**src/rtl/silife_max7219_pkg.sv**
```systemverilog
// Shared definitions for the MAX7219 readout path of the silife matrix.
// Register map, init word ROM and the scanner FSM state type.
package silife_max7219_pkg;

    localparam logic [7:0] REG_DECODE    = 8'h09;
    localparam logic [7:0] REG_INTENSITY = 8'h0A;
    localparam logic [7:0] REG_SCAN      = 8'h0B;
    localparam logic [7:0] REG_SHUTDOWN  = 8'h0C;
    localparam logic [7:0] REG_TEST      = 8'h0F;

    localparam int INIT_WORDS = 5;

    typedef enum logic [1:0] {
        IDLE,
        LOAD,
        SHIFT,
        LATCH
    } state_e;

    function automatic logic [15:0] init_rom(
        input logic [2:0] idx,
        input logic [3:0] intensity
    );
        logic [15:0] w;
        w = 16'h0000;
        case (idx)
            3'd0:    w = {REG_TEST, 8'h00};
            3'd1:    w = {REG_DECODE, 8'h00};
            3'd2:    w = {REG_SCAN, 8'h07};
            3'd3:    w = {REG_INTENSITY, 4'h0, intensity};
            3'd4:    w = {REG_SHUTDOWN, 8'h01};
            default: w = 16'h0000;
        endcase
        return w;
    endfunction

    // Column 0 drives the leftmost LED, which is the digit MSB.
    function automatic logic [7:0] col_reverse(input logic [7:0] c);
        logic [7:0] r;
        r = 8'h00;
        for (int i = 0; i < 8; i++) begin
            r[7-i] = c[i];
        end
        return r;
    endfunction

endpackage

```
**src/rtl/silife_spi_word_tx.sv**
```systemverilog
// 16-bit SPI mode-0 word transmitter with CS framing and latch gap.
// start_i captures the word; done_o marks the last latch-gap cycle.
module silife_spi_word_tx #(
    parameter int CLK_DIV = 2
) (
    input  logic        clk,
    input  logic        reset,
    input  logic        start_i,
    input  logic [15:0] word_i,
    output logic        cs_n_o,
    output logic        sclk_o,
    output logic        mosi_o,
    output logic        shift_last_o,
    output logic        done_o
);

    localparam int DW = (CLK_DIV > 1) ? $clog2(CLK_DIV) : 1;
    localparam logic [DW-1:0] DIV_MAX = DW'(CLK_DIV - 1);

    logic          active_q, active_d;
    logic          latch_q, latch_d;
    logic [DW-1:0] div_q, div_d;
    logic [4:0]    half_q, half_d;
    logic [15:0]   sr_q, sr_d;
    logic          tick;

    assign tick = (div_q == DIV_MAX);

    always_comb begin
        active_d = active_q;
        latch_d  = latch_q;
        div_d    = div_q;
        half_d   = half_q;
        sr_d     = sr_q;
        if (start_i) begin
            active_d = 1'b1;
            latch_d  = 1'b0;
            div_d    = '0;
            half_d   = 5'd0;
            sr_d     = word_i;
        end else if (active_q) begin
            div_d = tick ? '0 : div_q + 1'b1;
            if (tick) begin
                half_d = half_q + 5'd1;
                // Shift at the end of the high phase so MOSI moves while SCLK is low.
                if (half_q[0]) begin
                    sr_d = {sr_q[14:0], 1'b0};
                end
                if (half_q == 5'd31) begin
                    active_d = 1'b0;
                    latch_d  = 1'b1;
                end
            end
        end else if (latch_q) begin
            div_d = tick ? '0 : div_q + 1'b1;
            if (tick) begin
                latch_d = 1'b0;
            end
        end
    end

    always_ff @(posedge clk or posedge reset) begin
        if (reset) begin
            active_q <= 1'b0;
            latch_q  <= 1'b0;
            div_q    <= '0;
            half_q   <= 5'd0;
            sr_q     <= 16'h0000;
        end else begin
            active_q <= active_d;
            latch_q  <= latch_d;
            div_q    <= div_d;
            half_q   <= half_d;
            sr_q     <= sr_d;
        end
    end

    assign cs_n_o       = ~active_q;
    assign sclk_o       = active_q & half_q[0];
    assign mosi_o       = active_q & sr_q[15];
    assign shift_last_o = active_q & tick & (half_q == 5'd31);
    assign done_o       = latch_q & tick;

endmodule

```
**src/rtl/silife_max7219_scanner.sv**
```systemverilog
// Scans the 8x8 life matrix row by row into a MAX7219 over SPI.
// Runs the one-time display init, then one frame per refresh request.
module silife_max7219_scanner
    import silife_max7219_pkg::*;
#(
    parameter int         CLK_DIV   = 2,
    parameter logic [3:0] INTENSITY = 4'h7
) (
    input  logic       clk,
    input  logic       reset,
    input  logic       enable,
    input  logic       refresh,
    output logic [2:0] row_select,
    input  logic [7:0] cells,
    output logic       spi_cs_n,
    output logic       spi_sclk,
    output logic       spi_mosi,
    output logic       busy,
    output logic       frame_done
);

    state_e      state_q, state_d;
    logic [2:0]  idx_q, idx_d;
    logic [2:0]  row_sel_q, row_sel_d;
    logic        init_done_q, init_done_d;
    logic        pend_q, pend_d;
    logic        fdone_q, fdone_d;
    logic        tx_start, tx_shift_last, tx_done;
    logic [3:0]  digit;
    logic [15:0] word;

    assign digit    = {1'b0, idx_q} + 4'd1;
    assign tx_start = (state_q == LOAD);
    assign word     = init_done_q
                    ? {4'h0, digit, col_reverse(cells)}
                    : init_rom(idx_q, INTENSITY);

    // The matrix read is combinational, so the row must be on the bus during LOAD.
    assign row_select = (tx_start && init_done_q) ? idx_q : row_sel_q;
    assign row_sel_d  = row_select;

    always_comb begin
        state_d     = state_q;
        idx_d       = idx_q;
        init_done_d = init_done_q;
        pend_d      = pend_q | refresh;
        fdone_d     = 1'b0;
        unique case (state_q)
            IDLE: begin
                if (!enable) begin
                    pend_d = 1'b0;
                end else if (!init_done_q) begin
                    state_d = LOAD;
                    idx_d   = 3'd0;
                end else if (pend_d) begin
                    state_d = LOAD;
                    idx_d   = 3'd0;
                    pend_d  = 1'b0;
                end
            end
            LOAD: state_d = SHIFT;
            SHIFT: begin
                if (tx_shift_last) begin
                    state_d = LATCH;
                end
            end
            LATCH: begin
                if (tx_done) begin
                    if (!enable) begin
                        state_d = IDLE;
                        idx_d   = 3'd0;
                        pend_d  = 1'b0;
                    end else if (!init_done_q) begin
                        if (idx_q == 3'(INIT_WORDS - 1)) begin
                            init_done_d = 1'b1;
                            idx_d       = 3'd0;
                            state_d     = pend_d ? LOAD : IDLE;
                            pend_d      = 1'b0;
                        end else begin
                            idx_d   = idx_q + 3'd1;
                            state_d = LOAD;
                        end
                    end else if (idx_q == 3'd7) begin
                        idx_d   = 3'd0;
                        fdone_d = 1'b1;
                        state_d = IDLE;
                    end else begin
                        idx_d   = idx_q + 3'd1;
                        state_d = LOAD;
                    end
                end
            end
            default: state_d = IDLE;
        endcase
    end

    always_ff @(posedge clk or posedge reset) begin
        if (reset) begin
            state_q     <= IDLE;
            idx_q       <= 3'd0;
            row_sel_q   <= 3'd0;
            init_done_q <= 1'b0;
            pend_q      <= 1'b0;
            fdone_q     <= 1'b0;
        end else begin
            state_q     <= state_d;
            idx_q       <= idx_d;
            row_sel_q   <= row_sel_d;
            init_done_q <= init_done_d;
            pend_q      <= pend_d;
            fdone_q     <= fdone_d;
        end
    end

    silife_spi_word_tx #(
        .CLK_DIV (CLK_DIV)
    ) u_tx (
        .clk          (clk),
        .reset        (reset),
        .start_i      (tx_start),
        .word_i       (word),
        .cs_n_o       (spi_cs_n),
        .sclk_o       (spi_sclk),
        .mosi_o       (spi_mosi),
        .shift_last_o (tx_shift_last),
        .done_o       (tx_done)
    );

    assign busy       = (state_q != IDLE);
    assign frame_done = fdone_q;

endmodule

```
**config.mk**
```make
export PLATFORM = sky130hd
export DESIGN_NAME = silife_max7219_scanner
export DESIGN_NICKNAME = d
export VERILOG_FILES = /design/src/rtl/silife_max7219_pkg.sv /design/src/rtl/silife_spi_word_tx.sv /design/src/rtl/silife_max7219_scanner.sv
export SDC_FILE = /design/constraint.sdc
export NUM_CORES = 1
export LEC_CHECK = 0
export ABC_AREA = 1
export CAP_MARGIN = 20
export CORE_AREA = 5 5 88 90
export DETAILED_ROUTE_END_ITERATION = 8
export DIE_AREA = 0 0 93 95
export HOLD_SLACK_MARGIN = 0.05
export PLACE_DENSITY_LB_ADDON = 0.08
export SYNTH_ARGS = -nofsm -noshare
export SYNTH_HDL_FRONTEND = slang
export SYNTH_SLANG_ARGS = --single-unit
```
**constraint.sdc**
```tcl
create_clock -name clk -period 2.05 [get_ports clk]
set_clock_uncertainty 0.2 [all_clocks]
set_input_delay 0.41 -clock clk [delete_from_list [all_inputs] [get_ports clk]]
set_output_delay 0.41 -clock clk [all_outputs]
set_load 0.005 [all_outputs]
```
==> results by stage, run 1 <==
Outcome:
- The run finished with clean final reports.

Drt:
- For this block, the routed nets add up to 4498 microns of wire.
- Once detail routing completed, the nets flagged for antenna violations numbered 0.
- The first detailed-routing pass took 4 iterations.
- The initial detailed-routing violation count is 70.
- The total number of vias is 1644.
- After detailed routing, the number of remaining DRC violations is 0.
- In the final routed layout, each cell accounts on average for 12.22 microns.
- In the routed layout, each cell is associated on average with a via count of 4.467.

Synth:
- The average footprint of a synthesized cell is 7.809 sq um.
- The count of mapped cells out of synthesis is between 200 and 300.
- The number of unique standard cell types used by synthesis is 30.
- The flip-flop and latch count after synthesis is 35.
- The net count of the mapped netlist is 277.
- The cell area after technology mapping is slightly below 2000 sq um.
- The number of warnings reported in the yosys synthesis log is 0.
- After synthesis, flip-flops and latches occupy 44.33% of the total area.

Pwr:
- VDD sags by at most approximately 0.53 mV.
- The leakage power is ~1.2 nW.
- In this run the power density over the cells is 1193 nW/um^2.
- The power after layout is 2.914 mW.

CTS:
- The clock latency on the worst-skew pair is 0.29 ns.
- The clock-pin slew reported for the worst setup and hold paths after clock tree synthesis is approximately 0.070 ns.
- The CTS buffer count is 5.
- The H-tree was split into 2 levels.
- The CTS root buffer is clkbuf_8.
- The post-CTS setup buffer count is 0.
- The clock tree from TritonCTS is built.
- The number of sinks driven by the clock tree is 35.
- In this run the deepest clock path goes through 2 buffers.

Hold path:
- The worst min-delay path class is primary input to async pin.

Worst setup path:
- In this run the worst path has a maximum fanout of 4.
- Data on the critical path arrives at its endpoint at 1.39 ns.
- For the worst setup path, the data required time is 1.44 ns.
- The critical path class is flip-flop to output pin.
- The worst setup path is launched from a flip-flop.
- STA classifies the critical path endpoint as an output pin.

GRT:
- The total global routing overflow is 0.
- The first global-routing pass estimated 7817 microns of wire.
- The aggregate global-route resource usage is a little under an eighth.
- Entering global routing, the biggest net connects 36 pins.
- The number of antenna violations at the first check in global routing was 0.
- The via count of the first global-routing pass was 1667.

Final layout:
- At the end of the flow the core is filled with cells to about a third.
- The total of fill cells in the finished design is roughly 740.
- In the layout the commonest cells are nand2_1, inv_1, dfrtp_1.
- The post-synthesis to final-layout area growth is 23.69%.
- The number of nets in the final layout is 309.
- The most common library cell in the layout ignoring fill and taps is nand2_1.
- The layout cell share with drive strength beyond 1 is 13.99%.
- The number of antenna diodes in the final layout is 0.

Timing:
- Once routing completed, OpenROAD measured the worst setup slack at ~0.048 ns.
- The final setup violation count is 0.
- Setup repair after global routing could not meet its margin everywhere.
- The slew at the pin with the worst max-slew slack is 0.3150 ns.
- Summed over all failing endpoints, the final setup total negative slack is 0 ns.
- The worst max-slew margin expressed relative to the limit is 78.78%.
- The worst hold margin is 0.2612 ns.
- The clock period could shrink to roughly 2 ns.
- The maximum clock frequency is 499.4 MHz.
- The final count of hold timing violations is 0.
- The final critical path takes up 97.67% of the cycle.
- The final max-slew violation count is 0.

Floorplanning:
- The width of the die is 93 microns.
- The floorplan has 31 rows.
- 20 I/O pins were placed.
- The initial cell density of the core is about 28%.
- The core region is 6982 sq um.
- The die footprint is 8835 sq um.
- The die span in y is 95 microns.

Placement:
- The worst-case setup slack after placement is -0.08196 ns.
- The routability-driven placement congestion ratio is 0.8238.
- The placed wire-length estimate after detailed placement is 3302 microns.
- The count of input and output buffers is 19.

Flow run:
- The number of max-cap violations is 0.
[report_power, final]
part           total, mW  internal (mW)  switching (mW)
registers           1.01          0.892           0.119
logic               1.41          0.536           0.876
clock network      0.491          0.239           0.253
[Yosys cell counts]
master      n  area, sq um
nand3_1    16        80.08
o22ai_1     4        25.02
a31oi_2     2        25.02
a21oi_2     1        8.760
nand3b_1    1        7.510
a31oi_1     2        12.51
ha_1       12        150.1
o221ai_1    1        8.760
nor4_1      1        6.260
or2_2       1        6.260
o21ai_0    21        105.1
buf_2       2        10.01
o211ai_1    1        7.510
buf_4       2        15.01
nand3_2     1        10.01
dfrtp_1    35        875.8
nand4_1     2        12.51
a21oi_1     6        30.03
o2bb2ai_1   1        8.760
inv_2       3        11.26
clkbuf_1    1        3.750
nor3_1      2        10.01
buf_6       1        11.26
o21ai_1     3        15.01
nand2_1    72        270.3
nand2_4     3        33.78
nor2_1     18        67.56
nand2_2     1        6.260
inv_4       1        6.260
inv_1      36        135.1
[worst paths after layout]
check / end / from / cells after the start / slack (ns)
worst max register to register: state_q[0] / u_tx.half_q[0] / 11 / 0.25
worst max-delay path: busy / state_q[0] / 5 / 0.05
worst min register to register: row_sel_q[0] / row_sel_q[0] / 2 / 0.27
worst min-delay path: frame_done / reset / 3 / 0.26
max in group asynchronous: state_q[0] / reset / 3 / 1.19
min in group clk: row_sel_q[0] / row_sel_q[0] / 2 / 0.27
[flip-flops by register name (all words and copies together) (netlist names)]
signal         count
frame_done         1
idx_q              3
init_done_q        1
pend_q             1
row_sel_q          3
state_q            2
u_tx.active_q      1
u_tx.div_q         1
u_tx.half_q        5
u_tx.latch_q       1
u_tx.sr_q         16
[logic make-up (layout without fill, tap and decap cells)]
kind of cell	count (synthesis)	in the layout	share of synthesized area, %
AOI/OAI and AO/OA	42	42	12.48
adders and majority gates	12	12	7.600
and+or+nand+nor	118	118	25.84
DFF	35	35	44.33
buffers and inverters	46	79	9.753
[through the flow]
| step | instance area, sq um | cells |
|---|---|---|
| after CTS | 2436 | 368 |
| after global placement | 2331 | 360 |
| after global routing | 2444 | 368 |
| after detailed placement | 2331 | 360 |
| after floorplan | 1976 | 253 |
| final | 2444 | 368 |
[cell type report]
| cell class | instances | area, sq um | share of cell area (%) |
|---|---|---|---|
| clock inverters | 1 | 5.005 | 0.2048 |
| inverters | 40 | 152.6 | 6.247 |
| repair buffers | 31 | 289.0 | 11.83 |
| multi-input cells | 172 | 940.9 | 38.50 |
| well taps | 82 | 102.6 | 4.199 |
| flip-flops and latches | 35 | 877.1 | 35.89 |
| clock buffers | 7 | 76.32 | 3.123 |
[worst max-delay path: stages, from the launching register on]
cell and delay [ns]:
dfrtp_1 0.41, buf_4 0.16, inv_2 0.05, ha_2 0.16, inv_1 0.06, dlygate4sd2_1 0.26
[timing repair]
| action | 4_1_cts | 5_1_grt |
|---|---|---|
| resized for setup | 14 | 5 |
| pin swaps | 1 | 0 |
| endpoints found under the setup margin | 4 | 5 |
| hold buffers | 0 | 0 |
[routing by layer]
layer  global-route usage, %  vias up  routed length (microns)
li1                        -      873                        -
met1                   14.95      742                     2268
met2                   17.64       16                     2005
met3                   2.869       13                      136
met4                   4.396        0                       87
met5                       0        -                        0
No activity file was read; power rests on OpenSTA's default activity.
==> inputs of run 2 (changes only) <==
Settings changed: CELL_PAD_IN_SITES_DETAIL_PLACEMENT from default to 2, CELL_PAD_IN_SITES_GLOBAL_PLACEMENT from default to 2.
==> run 2 against run 1 <==
Routed wire length increased by 25%. Clock power is 17% higher. Hold slack improved by 0.0068 ns. Global-route usage grew 2.7 points. Final cell count increased by 1.4%. Die area unchanged. Maximum frequency shrank 1.8%. Cell area up 3.4%. First-iteration DRC count down 56%. Power increased by 9.8%. Critical endpoint unchanged. Highest routed layer unchanged.
==> results by stage, run 2 (synthesis results as in run 1) <==
Worst setup path:
- The first element of the critical path is state_q[0].
- The total buffers and inverters traversed by the critical path was 4 (unchanged).
- The worst setup path endpoint is busy.
- The arrival time reported for the critical path endpoint is 1.43 ns (+0.04 ns).
- Traced cell by cell, the critical path runs through buf_4 > inv_2 > ha_2 > inv_1 > dlygate4sd2_1.
- The required arrival time at the worst endpoint came to 1.44 ns (about the same).
- The worst setup path is launched from a flip-flop.
- The largest driver fanout on the critical path is 4 (unchanged).
- The worst-path cell with the longest stage delay is dfrtp_1.
- The number of cell instances on the worst register-to-register path is 9 (-2).
- The worst setup path is captured at an output pin.
- The worst register-to-register path ends at idx_q[0].
- The reg-to-reg critical path startpoint is state_q[0].
- The worst-case register-to-register setup slack is 0.19 ns (-0.06 ns).
- The critical path depth in cells is 5 (unchanged).
- The largest stage delay on the critical path is 0.42 ns (about the same).
- The kind of cell with the highest combined delay on the critical path is buffers and inverters.
- The critical path in this run is classified as flip-flop to output pin.

Floorplanning:
- The initial cell density of the core is 28.30% (unchanged).
- The die footprint was 8835 sq um (unchanged).
- The die span in y is 95 microns (unchanged).
- The placeable core region is 6982 sq um (unchanged).
- The width of the die came to 93 microns (unchanged).
- The number of core rows came to 31 (unchanged).
- The number of I/O pins is 20 (unchanged).

Pwr:
- The power density relative to cell area was 1266 nW/um^2 (+6.1%).
- The power after layout is 3.199 mW (+9.8%).
- The maximum vdd drop is 0.4172 mV (-22%).
- The leakage power is 1.263 nW (+3.4%).

CTS:
- The clock latency on the worst-skew pair was 0.30 ns (about the same).
- The number of hold-repair buffers added at the cts stage is 0 (unchanged).
- The clock tree from TritonCTS is built.
- The number of levels in the clock H-tree is 2 (unchanged).
- The clock-pin slew reported for the worst setup and hold paths after clock tree synthesis is 0.08 ns (about the same).
- The number of buffers on the longest clock path was 2 (unchanged).
- The CTS buffer count is 5 (unchanged).
- The number of sinks driven by the clock tree was 35 (unchanged).
- The CTS root buffer is clkbuf_8.

Timing:
- The slew at the pin with the worst max-slew slack came to 0.3846 ns (+0.06969 ns).
- The final count of hold timing violations came to 0 (unchanged).
- The shortest clock period the worst path allows after layout is 2.039 ns (+0.03684 ns).
- Setup repair after global routing could not meet its margin everywhere.
- The final max-slew violation count is 0 (unchanged).
- The final worst-path cycle share is 99.47% (+1.8 points).
- The maximum clock frequency came to 490.4 MHz (-1.8%).
- The post-route setup TNS is 0 ns (unchanged).
- The worst max-slew margin expressed relative to the limit came to 74.09% (-4.7 points).
- The worst hold margin is 0.2680 ns (+0.006793 ns).
- The final setup violation count is 0 (unchanged).

Outcome:
- The run finished with clean final reports.

GRT:
- The via count of the first global-routing pass is 1925 (+15%).
- The wire length of the first global-routing pass is 9611 microns (+23%).
- The total global routing overflow was 0 (unchanged).
- The aggregate global-route resource usage was 14.01% (+2.7 points).
- The pin count of the biggest net entering global routing was 36 (unchanged).
- The number of antenna violations at the first check in global routing is 0 (unchanged).

Drt:
- The initial detailed-routing violation count came to 31 (-56%).
- The average vias per placed instance was 4.772 (+6.8%).
- The iteration count of the initial detailed-routing pass came to 3 (-1).
- The total number of vias was 1780 (+8.3%).
- The DRC violation count after routing is 0 (unchanged).
- The residual antenna-violating net count after detailed routing is 0 (unchanged).
- The sum of routed wire length over all layers is 5618 microns (+25%).
- The mean routed wirelength per cell is 15.06 microns (+23%).

Final layout:
- Leaving out fill and tap cells, the most frequent cell in the layout is nand2_1.
- The number of antenna diodes is 0 (unchanged).
- The layout cell share with drive strength beyond 1 came to 16.49% (+2.5 points).
- The number of nets in the final layout was 314 (+1.6%).
- The flip-flop count of the largest register, all copies and words added is 16 (unchanged).
- The post-synthesis to final-layout area growth is 27.93%.
- The top cell types in the final layout, fill and taps aside, are nand2_1, dfrtp_1, inv_1.
- The largest registers in the layout are u_tx.sr_q (16), u_tx.half_q (5).
- The register with the most flip-flops is u_tx.sr_q.

Placement:
- The count of input and output buffers is 19 (unchanged).
- The placed wire-length estimate after detailed placement is 4177 microns (+26%).
- The routability-driven placement congestion ratio is 0.7613 (-7.6%).

Hold path:
- The worst min-delay path class is primary input to async pin.

Flow run:
- The number of max-cap violations is 0 (unchanged).
[run 2: cell types whose count changed in the layout (fill, tap and decap cells not counted), moves of 2 or more]
cell           before  now
clkbuf_8            5    7
buf_4              11   16
dlygate4sd2_1       3    1
nand2_1            71   69
[run 2: timing repair]
action,4_1_cts,5_1_grt
buffers inserted,0,3
endpoints found under the setup margin,4,5
pin swaps,0,2
resized for setup,16,11
[run 2: worst min path at each step]
stage	startpoint	endpoint	slack (ns)	cells past startpoint
6_report	reset	pend_q	0.27	3
5_1_grt	reset	u_tx.latch_q	0.29	3
4_1_cts	row_sel_q[1]	row_sel_q[1]	0.27	2
3_5_place_dp	u_tx.half_q[4]	u_tx.half_q[4]	0.28	2
3_3_place_gp	u_tx.half_q[4]	u_tx.half_q[4]	0.26	2
2_1_floorplan	u_tx.half_q[4]	u_tx.half_q[4]	0.25	2
[run 2: per-stage QoR]
stage | cell area [sq um] | setup WS, ns | util, % | std cells
global placement | 2346 | -0.01151 | 33.60 | 362
finish | 2527 | 0.01092 | 36.20 | 373
global route | 2527 | -0.07518 | 36.20 | 373
detailed placement | 2346 | -0.1595 | 33.60 | 362
floorplan | 1976 | 0.3611 | - | 253
CTS | 2472 | 0.007410 | 35.41 | 370
[run 2: power by group]
part	switching (mW)	internal, mW	total [mW]	leakage [nW]
sequential	0.122	0.890	1.01	0.450
combinational	0.989	0.623	1.61	0.762
clock	0.268	0.307	0.575	0.0515
total	1.38	1.82	3.20	1.26
[run 2: area by class of cell]
class,instances,area (sq um)
Clock buffer,8,100.1
Sequential cell,35,875.8
Inverter,40,152.6
Multi-Input combinational cell,172,972.2
Timing Repair Buffer,36,324.1
Fill cell,814,4454
Tap cell,82,102.6
[run 2: worst register-to-register path, cell delays in order, from the launching register on]
cell and delay (ns):
dfrtp_1 0.42, buf_4 0.17, inv_2 0.06, ha_2 0.17
inv_1 0.06, a21oi_1 0.16, nand2_1 0.20, nand2_1 0.22
nand2_1 0.08, o21ai_1 0.07
[run 2: metal layers]
metal,track usage [%],vias up,wire (microns),share of wire (%)
met2,24.36,14,2846,51
met3,2.948,6,100,1.8
met4,4.396,0,80,1.4
li1,-,882,-,-
met5,0,-,0,0
met1,17.37,878,2591,46
==> patch: new RTL, config.mk and constraints of run 1 <==
Make the reset (`reset`) synchronous in 2 clocked blocks.
--- a/src/rtl/silife_spi_word_tx.sv
+++ b/src/rtl/silife_spi_word_tx.sv
@@ -59,7 +59,7 @@
         end
     end
 
-    always_ff @(posedge clk or posedge reset) begin
+    always_ff @(posedge clk) begin
         if (reset) begin
             active_q <= 1'b0;
             latch_q  <= 1'b0;
--- a/src/rtl/silife_max7219_scanner.sv
+++ b/src/rtl/silife_max7219_scanner.sv
@@ -94,7 +94,7 @@
         endcase
     end
 
-    always_ff @(posedge clk or posedge reset) begin
+    always_ff @(posedge clk) begin
         if (reset) begin
             state_q     <= IDLE;
             idx_q       <= 3'd0;
Formal check against the unedited RTL: differs if reset is asserted again (counterexample within 4 cycles, from zero or initial values and one cycle with reset high); with reset held inactive, the same outputs for 10 cycles.
==> patch against run 1 <==
Sequential cell count is the same; setup slack lost 9.2 ps; power shrank 15%; fmax shrank 0.46%; cell area shrank 2.3%; via count grew 3.2%; wire length shrank 0.24%; area after synthesis shrank 6.3%; hold slack gained 3.5 ps; highest routed layer unchanged.
==> patch: results (changes against run 1) <==
- Status: finished, final reports clean
- Nets@finish: 327 (+5.8%)
- Synth unique cells: 28 (-6.7%)
- Met3 wire len: 99 microns (-27%)
- HPWL Detailed: 3460 microns (+4.8%)
- Worst setup path end: row_select[1]
- Cells after DPL: 374 (+3.9%)
- Met2 Usage GRT: 18.7% (+1.0 points)
- Mapped Nets: 286 (+3.2%)
- Total Routing Usage GR: 11.3% (about the same)
- CP Launch Point: state_q[1]
- Worst-Margin Slew: 272 ps (-42.7 ps)
- Lkg Pwr: 1.09 nW (-11%)
- Detailed Route Iter0 Violations: 64 (-8.6%)
- Area of placed instances: 0.00223 sq mm (-4.3%)
- Logic power comb: 0.00105 W (-26%)
- Final WL: 4490 microns (-0.24%)
- Synth Flop Type: dfxtp_1
- Switching share of power: 37.2% (-5.6 points)
- CP max-delay cell: dfxtp_2
- Power Clock: 0.000557 W (+13%)
- R2R Setup Slk: 180 ps (-70 ps)
- Filler instances: 770 (+4.2%)
- Synth area leaders: dfxtp_1 38%, nand2_1 14%, ha_1 8.8%
- Synth async-reset ratio: 0% (-100 points)
- Worst hold path class: flop to flop
- Synth top cells by count: 68 x nand2_1, 35 x dfxtp_1, 28 x inv_1
- RR Endpoint: u_tx.sr_q[8]
[patch: what timing repair did]
| item | 4_1_cts | 5_1_grt |
|---|---|---|
| resized for setup | 17 | 8 |
| hold endpoints to repair | 0 | 0 |
| endpoints found under the setup margin | 4 | 5 |
| setup buffers | 2 | 1 |
| gates cloned | 0 | 0 |
| pin swaps | 1 | 1 |
[patch: worst max-delay path, delay by kind of cell (launching register included)]
family | cells | cell delay [ps]
AO/OA/AOI/OAI | 1 | 60
adder cells (fa/ha/maj) | 1 | 160
buffers and inverters | 4 | 280
flip-flops | 1 | 340
AND/OR/NAND/NOR | 2 | 290
[patch: cells by family (layout without fill, tap and decap cells)]
kind of cell / after synthesis / count (layout) / share of synthesized area [%]
adder cells (fa/ha/maj): 13 / 13 / 8.79
AO/OA/AOI/OAI: 42 / 42 / 13.0
flip-flops: 35 / 35 / 37.9
AND/OR/NAND/NOR: 132 / 132 / 30.6
buffers and inverters: 39 / 81 / 9.80
[patch: area by class of cell]
class	instances	area [sq um]	share of cell area [%]
Multi-Input combinational cell	187	1010	42.1
Sequential cell	35	703	29.4
Inverter	31	121	5.08
Timing Repair Buffer	42	355	14.9
Clock buffer	8	100	4.19
Tap cell	82	103	4.30
[patch: how the worst min path moves through the flow]
stage | depth (start not counted) | to | slack [ps] | startpoint
floorplan | 2 | row_sel_q[0] | 240 | row_sel_q[0]
CTS | 2 | u_tx.sr_q[15] | 260 | u_tx.sr_q[15]
finish | 2 | u_tx.sr_q[15] | 260 | u_tx.sr_q[15]
detailed placement | 2 | u_tx.sr_q[15] | 250 | u_tx.sr_q[15]
global route | 2 | u_tx.sr_q[15] | 280 | u_tx.sr_q[15]
global placement | 2 | u_tx.sr_q[12] | 250 | u_tx.sr_q[12]
